## config.mk

```make
export PLATFORM = sky130hd
export DESIGN_NAME = uart_rx_buf
export DESIGN_NICKNAME = d
export VERILOG_FILES = /design/src/rtl/uart_pkg.sv /design/src/rtl/uart_rx_fifo.sv /design/src/rtl/uart_rx_buf.sv
export SDC_FILE = /design/constraint.sdc
export NUM_CORES = 1
export LEC_CHECK = 0
export ABC_AREA = 1
export BUFFER_PORTS_ARGS = -buffer_cell sky130_fd_sc_hd__buf_2
export CORE_AREA = 2 2 75 77
export DETAILED_ROUTE_END_ITERATION = 16
export DIE_AREA = 0 0 77 79
export PLACE_DENSITY_LB_ADDON = 0.2
export SLEW_MARGIN = 25
export SYNTH_ARGS = -nofsm -noshare
export SYNTH_HDL_FRONTEND = slang
export SYNTH_SLANG_ARGS = --single-unit
```

## constraint.sdc

```tcl
create_clock -name wb_clk_i -period 1.57 [get_ports wb_clk_i]
set_input_delay 0.2355 -clock wb_clk_i [delete_from_list [all_inputs] [get_ports wb_clk_i]]
set_output_delay 0.2355 -clock wb_clk_i [all_outputs]
set_load 0.03 [all_outputs]
```

## src/rtl/uart_pkg.sv

```systemverilog
// ---------------------------------------------------------------------------
// uart_pkg
// Shared definitions for the 8N1 UART receive path.
//   - rx_state_e   : receiver FSM state encoding (3 bits)
//   - UART_DATA_BITS: number of data bits per frame
//   - calcHalf()   : offset in clocks from start-bit detection to the
//                    start-bit mid-point check
// ---------------------------------------------------------------------------
package uart_pkg;

    localparam int UART_DATA_BITS = 8;

    typedef enum logic [2:0] {
        IDLE      = 3'd0,
        START     = 3'd1,
        DATA      = 3'd2,
        STOP      = 3'd3,
        WAIT_IDLE = 3'd4
    } rx_state_e;

    // Floor of half a bit period; the start bit is re-checked here to
    // reject glitches shorter than half a bit.
    function automatic int calcHalf(input int clkPerBit);
        return clkPerBit / 2;
    endfunction

endpackage

```

## src/rtl/uart_rx_fifo.sv

```systemverilog
// ---------------------------------------------------------------------------
// uart_rx_fifo
// First-word-fall-through receive FIFO built from a register array.
// The head entry is always visible on dout while the FIFO is non-empty.
//
// Ports:
//   clk_i  : clock
//   rst_i  : synchronous active-high reset (empties the FIFO)
//   push   : write din this cycle (ignored when full unless a pop coincides)
//   din    : data to write
//   pop    : remove the head entry (ignored when empty)
//   dout   : head entry, forced to zero while empty
//   empty  : no entries held
//   full   : FIFO_DEPTH entries held
// ---------------------------------------------------------------------------
module uart_rx_fifo #(
    parameter int FIFO_DEPTH = 4,
    parameter int DATA_W     = 8
) (
    input  logic              clk_i,
    input  logic              rst_i,
    input  logic              push,
    input  logic [DATA_W-1:0] din,
    input  logic              pop,
    output logic [DATA_W-1:0] dout,
    output logic              empty,
    output logic              full
);

    localparam int PTR_W = $clog2(FIFO_DEPTH);
    localparam logic [PTR_W:0] FULL_COUNT = (PTR_W+1)'(FIFO_DEPTH);

    logic [DATA_W-1:0] mem_q [FIFO_DEPTH];
    logic [PTR_W-1:0]  wrPtr_q;
    logic [PTR_W-1:0]  rdPtr_q;
    logic [PTR_W:0]    count_q;
    logic [PTR_W:0]    count_d;
    logic              doPush;
    logic              doPop;

    assign empty = (count_q == '0);
    assign full  = (count_q == FULL_COUNT);

    // A pop frees a slot in the same cycle, so a push into a full FIFO is
    // still accepted when it coincides with a pop.
    assign doPop  = pop && !empty;
    assign doPush = push && (!full || doPop);

    // Zero while empty so the visible head matches the reset state.
    assign dout = empty ? '0 : mem_q[rdPtr_q];

    // Occupancy: the extra bit separates full from empty when the
    // pointers are equal.
    always_comb begin
        count_d = count_q;
        unique case ({doPush, doPop})
            2'b10:   count_d = count_q + (PTR_W+1)'(1);
            2'b01:   count_d = count_q - (PTR_W+1)'(1);
            default: count_d = count_q;
        endcase
    end

    // Pointers wrap naturally because FIFO_DEPTH is a power of two.
    always_ff @(posedge clk_i) begin
        if (rst_i) begin
            wrPtr_q <= '0;
            rdPtr_q <= '0;
            count_q <= '0;
        end else begin
            if (doPush) begin
                wrPtr_q <= wrPtr_q + PTR_W'(1);
            end
            if (doPop) begin
                rdPtr_q <= rdPtr_q + PTR_W'(1);
            end
            count_q <= count_d;
        end
    end

    // Storage needs no reset; stale entries are never visible because
    // dout is masked while empty.
    always_ff @(posedge clk_i) begin
        if (doPush) begin
            mem_q[wrPtr_q] <= din;
        end
    end

endmodule

```

## src/rtl/uart_rx_buf.sv

```systemverilog
// ---------------------------------------------------------------------------
// uart_rx_buf
// 8N1 UART receiver with a small FWFT receive FIFO and sticky error flags.
// Bytes are assembled LSB-first at CLK_PER_BIT clocks per bit.
//
// Ports:
//   wb_clk_i  : clock
//   wb_rst_i  : synchronous active-high reset
//   rxd       : asynchronous serial input, idles high
//   rx_data   : FIFO head byte, meaningful while rx_valid=1
//   rx_valid  : FIFO non-empty
//   rx_ready  : consumer pops the head when rx_valid && rx_ready
//   frame_err : sticky, a stop bit was sampled low
//   overrun   : sticky, a received byte was dropped because the FIFO was full
//   err_clr   : clears both sticky flags on the next edge (a new error wins)
//   busy      : receiver FSM is not in IDLE
// ---------------------------------------------------------------------------
module uart_rx_buf
    import uart_pkg::*;
#(
    parameter int CLK_PER_BIT = 5,
    parameter int FIFO_DEPTH  = 4
) (
    input  logic       wb_clk_i,
    input  logic       wb_rst_i,
    input  logic       rxd,
    output logic [7:0] rx_data,
    output logic       rx_valid,
    input  logic       rx_ready,
    output logic       frame_err,
    output logic       overrun,
    input  logic       err_clr,
    output logic       busy
);

    localparam int CNT_W = $clog2(CLK_PER_BIT);
    localparam logic [CNT_W-1:0] HALF_CNT = CNT_W'(calcHalf(CLK_PER_BIT));
    localparam logic [CNT_W-1:0] LAST_CNT = CNT_W'(CLK_PER_BIT - 1);
    localparam logic [2:0]       LAST_BIT = 3'(UART_DATA_BITS - 1);

    logic [1:0]                sync_q;
    logic                      rxS;
    rx_state_e                 state_q;
    logic [CNT_W-1:0]          cnt_q;
    logic [2:0]                bitCnt_q;
    logic [UART_DATA_BITS-1:0] shift_q;
    logic                      push_q;
    logic                      frameErr_q;
    logic                      overrun_q;
    logic                      fifoEmpty;
    logic                      fifoFull;
    logic                      fifoPop;

    // Two-flop synchronizer; resets to the idle (high) line level so a
    // reset never manufactures a start bit.
    always_ff @(posedge wb_clk_i) begin
        if (wb_rst_i) begin
            sync_q <= 2'b11;
        end else begin
            sync_q <= {sync_q[0], rxd};
        end
    end

    assign rxS = sync_q[1];

    // Receiver FSM. push_q is a one-cycle registered strobe that hands the
    // completed byte in shift_q to the FIFO. The error clear is applied
    // before the state logic so a coincident framing error still sets the
    // flag.
    always_ff @(posedge wb_clk_i) begin
        if (wb_rst_i) begin
            state_q    <= IDLE;
            cnt_q      <= '0;
            bitCnt_q   <= '0;
            shift_q    <= '0;
            push_q     <= 1'b0;
            frameErr_q <= 1'b0;
        end else begin
            push_q <= 1'b0;
            if (err_clr) begin
                frameErr_q <= 1'b0;
            end
            unique case (state_q)
                IDLE: begin
                    if (!rxS) begin
                        state_q <= START;
                        cnt_q   <= '0;
                    end
                end
                START: begin
                    if (cnt_q == HALF_CNT) begin
                        cnt_q <= '0;
                        if (!rxS) begin
                            state_q  <= DATA;
                            bitCnt_q <= '0;
                        end else begin
                            state_q <= IDLE;
                        end
                    end else begin
                        cnt_q <= cnt_q + CNT_W'(1);
                    end
                end
                DATA: begin
                    if (cnt_q == LAST_CNT) begin
                        cnt_q   <= '0;
                        shift_q <= {rxS, shift_q[UART_DATA_BITS-1:1]};
                        if (bitCnt_q == LAST_BIT) begin
                            state_q <= STOP;
                        end else begin
                            bitCnt_q <= bitCnt_q + 3'd1;
                        end
                    end else begin
                        cnt_q <= cnt_q + CNT_W'(1);
                    end
                end
                STOP: begin
                    if (cnt_q == LAST_CNT) begin
                        cnt_q <= '0;
                        if (rxS) begin
                            push_q  <= 1'b1;
                            state_q <= IDLE;
                        end else begin
                            frameErr_q <= 1'b1;
                            state_q    <= WAIT_IDLE;
                        end
                    end else begin
                        cnt_q <= cnt_q + CNT_W'(1);
                    end
                end
                WAIT_IDLE: begin
                    // Hold off until the line returns high so a break is not
                    // mistaken for a fresh start bit.
                    if (rxS) begin
                        state_q <= IDLE;
                    end
                end
                default: begin
                    state_q <= IDLE;
                end
            endcase
        end
    end

    assign fifoPop = rx_ready && !fifoEmpty;

    // Overrun only when the byte is really dropped: a pop in the same cycle
    // makes room and the FIFO accepts the push.
    always_ff @(posedge wb_clk_i) begin
        if (wb_rst_i) begin
            overrun_q <= 1'b0;
        end else begin
            if (err_clr) begin
                overrun_q <= 1'b0;
            end
            if (push_q && fifoFull && !fifoPop) begin
                overrun_q <= 1'b1;
            end
        end
    end

    uart_rx_fifo #(
        .FIFO_DEPTH(FIFO_DEPTH),
        .DATA_W    (UART_DATA_BITS)
    ) u_fifo (
        .clk_i(wb_clk_i),
        .rst_i(wb_rst_i),
        .push (push_q),
        .din  (shift_q),
        .pop  (fifoPop),
        .dout (rx_data),
        .empty(fifoEmpty),
        .full (fifoFull)
    );

    assign rx_valid  = !fifoEmpty;
    assign frame_err = frameErr_q;
    assign overrun   = overrun_q;
    assign busy      = (state_q != IDLE);

endmodule
```

==> summary by stage <==
Layout
For this run, the share of the core covered by cells in the final layout is between 60% and 70%. The non-filler instance count after layout is 420. After routing the design area is between 3000 and 4000 um^2. The fraction of final layout cells sized beyond drive strength 1 is 25.00%. The number of diodes added for antenna fixing is 0. The post-layout net count is 358. The synthesis-to-finish area growth is 20.78%.

Timing
The number of pins with negative max-slew slack in the final report came to 0. At the pin with the least slew margin, the transition time is 475.4 ps. For the finished layout, the period the worst path requires is 1623 ps. The number of hold violations in the final report was 0. The final critical path takes up 103.4% of the cycle.

In this run the tightest slew margin relative to its limit is between 60% and 70%. Setup repair after global routing could not meet its margin everywhere. The final worst slack is -52.82 ps. The final setup violation count is 8. The maximum achievable frequency is between 0.6 and 0.7 GHz.

The setup total negative slack is -207.5 ps. Clock skew on the completed layout was measured at around 7.6 ps.

CTS
The H-tree level count is 3. The clock tree from TritonCTS is yes. The clock slew at the register clock pins of the worst setup and hold paths is 70 ps. The tree is rooted in a sky130_fd_sc_hd__clkbuf_8. Clock latency on the worst-skew pair, taken at its later pin, is approximately 330 ps.

In this run the deepest clock path goes through 2 buffers. The total clock sinks is 63. The number of buffers created by CTS is 9.

Critical path
The length in cells of the worst reg-to-reg path is 10. In this run the critical register-to-register path is captured at u_fifo.count_q[2]. Along the worst path, the maximum fanout reaches 12. The worst setup path endpoint is rx_data[6]. Walking the worst path, the cells encountered are buf_12 -> nor2_1 -> nor2_1 -> o21ai_0 -> a21oi_2 -> buf_6. The number of buffers and inverters on the critical path is 2. The startpoint identified for the worst register-to-register timing path is u_fifo.count_q[0]. Across all register-to-register paths, the minimum setup slack is 60 ps. Counting stages on the worst path, the most repeated cell is sky130_fd_sc_hd__nor2_1. The kind of end point of the critical path is an output port. By startpoint and endpoint, the worst setup path is classified as reg -> out. The worst setup path is launched from a flop. Grouping stages by cell kind, the critical path spends the most delay in flip-flops. The endpoint arrival time on the critical path is about 1400 ps.

Counting buffers and inverters, the worst setup path is 6 cells deep. For this run, the slowest stage of the critical path takes about 390 ps. For the worst setup path, the data required time is between 1000 and 1500 ps. The highest-delay cell along the critical path is sky130_fd_sc_hd__dfxtp_4.

Placement
The congestion estimate from routability-driven global placement came to ~0.88. The cell area after placement is about 3100 um^2. The final HPWL from detailed placement is about 3500 um. The post-placement worst setup slack is -54.28 ps. The count of buffers inserted at the top-level ports is 16. Once placement completed, the tool counted placed cells totaling roughly 400.

Routing
The DRC marker count from the first detailed-route iteration is 131. Before antenna repair, the detailed router went through 4 iterations. After detailed routing, the average wire length per cell comes to between 10 and 15 um. The total vias in the final route is 2039.

The count of nets left with antenna violations once routing finished came out at 0. Dividing the detail-routed via count by the number of cells gives approximately 4.9. The total detailed-routing wirelength is roughly 5100 um.

The post-route DRC violation count is 0.

Die
The I/O pin count is 17. The floorplan has 27 rows. The die outline width is between 70 and 80 um. The die covers ~6100 um^2. The core region is roughly 5300 um^2. The floorplan step set the die height to slightly below 80 um. For this configuration, the core starts out at a cell density of between 50% and 60%.

Yosys
The count of yosys warnings during synthesis is 0. For this run, the register share of the synthesized area comes to a little under three fifths. The mapped cell area is between 2000 and 3000 um^2. After synthesis the netlist holds a flip-flop and latch count of between 60 and 70. The synthesized design spends more area on one cell type than any other, namely sky130_fd_sc_hd__edfxtp_1.

The number of nets handed over by synthesis was 320. After synthesis, the largest area contributor takes up a little over a third of total cell area. Yosys attributes the largest share of cell area to sky130_fd_sc_hd__edfxtp_1 (35%), sky130_fd_sc_hd__dfxtp_1 (23%), sky130_fd_sc_hd__nor2_1 (9.8%). In this run, distinct cell masters in the synthesized netlist total 25. The gate count of the mapped netlist is approximately 310. The post-synthesis average cell area is ~9.0 um^2.

GRT
The first global-routing pass estimated about 8700 um of wire. The initial antenna violation count is 0. The number of global-route vias before repair came to 1926.

Global routing finished with a remaining overflow of 0. Entering global routing, the biggest net connects 18 pins. Global routing used between 10% and 20% of the available tracks.

Min path
The number of cells traversed by the worst hold path is 2. The worst min-delay path category is in -> reg.

Power
The maximum vdd drop is approximately 1 mV. The static leakage is 1.399 nW. Power spread over the standard cell area amounts to ~1500 nW/um^2.

Flow run
The number of maximum-capacitance violations is 0.

Status
The flow ran to the end, but the final reports show violations. The checks that failed: negative setup slack.
-- layout by cell type, fill, tap and decap left out --
| cell type | count |
|---|---|
| sky130_fd_sc_hd__buf_4 | 16 |
| sky130_fd_sc_hd__buf_2 | 8 |
| sky130_fd_sc_hd__fa_2 | 1 |
| sky130_fd_sc_hd__nor2_2 | 4 |
| sky130_fd_sc_hd__nor2_4 | 3 |
| sky130_fd_sc_hd__inv_1 | 26 |
| sky130_fd_sc_hd__xor2_1 | 2 |
| sky130_fd_sc_hd__nand4_1 | 3 |
| sky130_fd_sc_hd__inv_2 | 7 |
| sky130_fd_sc_hd__clkinv_2 | 1 |
| sky130_fd_sc_hd__clkbuf_8 | 9 |
| sky130_fd_sc_hd__nand3_1 | 14 |
| sky130_fd_sc_hd__inv_4 | 1 |
| sky130_fd_sc_hd__or2_2 | 2 |
| sky130_fd_sc_hd__a21oi_1 | 12 |
| sky130_fd_sc_hd__ha_1 | 9 |
| sky130_fd_sc_hd__clkinv_4 | 1 |
| sky130_fd_sc_hd__and2_1 | 1 |
| sky130_fd_sc_hd__o21ai_1 | 12 |
| sky130_fd_sc_hd__buf_6 | 9 |
| sky130_fd_sc_hd__o21ai_2 | 2 |
| sky130_fd_sc_hd__dfxtp_1 | 27 |
| sky130_fd_sc_hd__nor2_1 | 68 |
| sky130_fd_sc_hd__nand2_4 | 4 |
| sky130_fd_sc_hd__edfxtp_1 | 32 |
| sky130_fd_sc_hd__clkinvlp_4 | 2 |
| sky130_fd_sc_hd__o21ai_0 | 19 |
| sky130_fd_sc_hd__a21oi_2 | 9 |
| sky130_fd_sc_hd__clkinv_1 | 3 |
| sky130_fd_sc_hd__buf_12 | 1 |
| sky130_fd_sc_hd__dfxtp_4 | 1 |
| sky130_fd_sc_hd__nand2_1 | 32 |
| sky130_fd_sc_hd__a31oi_1 | 1 |
| sky130_fd_sc_hd__nand2_2 | 3 |
| sky130_fd_sc_hd__dfxtp_2 | 3 |
-- flip-flops by register name, indices dropped and copies added, names as in the netlist, named ones only --
signal / flops
bitCnt_q: 3
cnt_q: 3
frame_err: 1
overrun: 1
push_q: 1
shift_q: 8
state_q: 3
sync_q: 2
u_fifo.count_q: 3
u_fifo.mem_q: 32
u_fifo.rdPtr_q: 2
u_fifo.wrPtr_q: 2
-- cell usage after synthesis, drive strengths merged --
library cell and instances:
or2 2, xor2 2, a21oi 21, clkbuf 4, nand4 3, inv 34, nor2 75, nand2 39
a31oi 1, and2 1, nand3 14, edfxtp 32, o21ai 33, dfxtp 31, ha 9, fa 1
buf 3
-- cell type report --
class / instances / area [um^2]
fillers: 461 / 2007
clock buffers: 9 / 123.9
flip-flops and latches: 63 / 1589
well taps: 72 / 90.09
inverters: 34 / 130.1
multi-input cells: 201 / 1076
clock inverters: 7 / 40.04
repair buffers: 34 / 281.5
-- metal layers --
| metal | GRT usage [%] | wire length (um) | vias to the layer above |
|---|---|---|---|
| met5 | 0 | 0 | - |
| met4 | 9.464 | 43 | 0 |
| met3 | 4.318 | 182 | 4 |
| met2 | 29.47 | 2447 | 45 |
| met1 | 23.24 | 2409 | 915 |
| li1 | - | - | 1075 |
-- per-stage QoR --
step,power (mW),hold WS (ps)
floorplan,3.243,339.3
global placement,3.670,398.8
detailed placement,3.701,402.4
CTS,4.953,65.91
global route,5.379,78.06
finish,5.021,79.55
-- where the power goes --
part           total, mW  internal, mW  switching, mW
sequential          1.99          1.86          0.135
clock               1.17         0.555          0.612
combinational       1.86         0.734           1.13
-- worst min path at each step --
| stage | startpoint | to | slack, ps |
|---|---|---|---|
| after floorplan | rxd | sync_q[0] | 340 |
| after global placement | sync_q[0] | sync_q[1] | 400 |
| after detailed placement | sync_q[0] | sync_q[1] | 400 |
| after CTS | rxd | sync_q[0] | 70 |
| after global routing | rxd | sync_q[0] | 80 |
| final | rxd | sync_q[0] | 80 |
-- timing repair --
item                                    CTS  global route
endpoints found under the setup margin   41            34
pin swaps                                 6             9
endpoints found under the hold margin     0             0
gates resized for setup                  29            16
hold buffers                              0             0
setup buffers                             0             3
gates cloned                              0             0
-- cell families after synthesis --
kind of cell / after synthesis / synth area share (%)
AND/OR/NAND/NOR: 134 / 20.96
flip-flops: 63 / 57.35
AO/OA/AOI/OAI: 55 / 10.30
buffers and inverters: 41 / 5.943
adder cells (fa/ha/maj): 10 / 4.810
XOR/XNOR: 2 / 0.6353
Power figures use the tool's default switching activity.
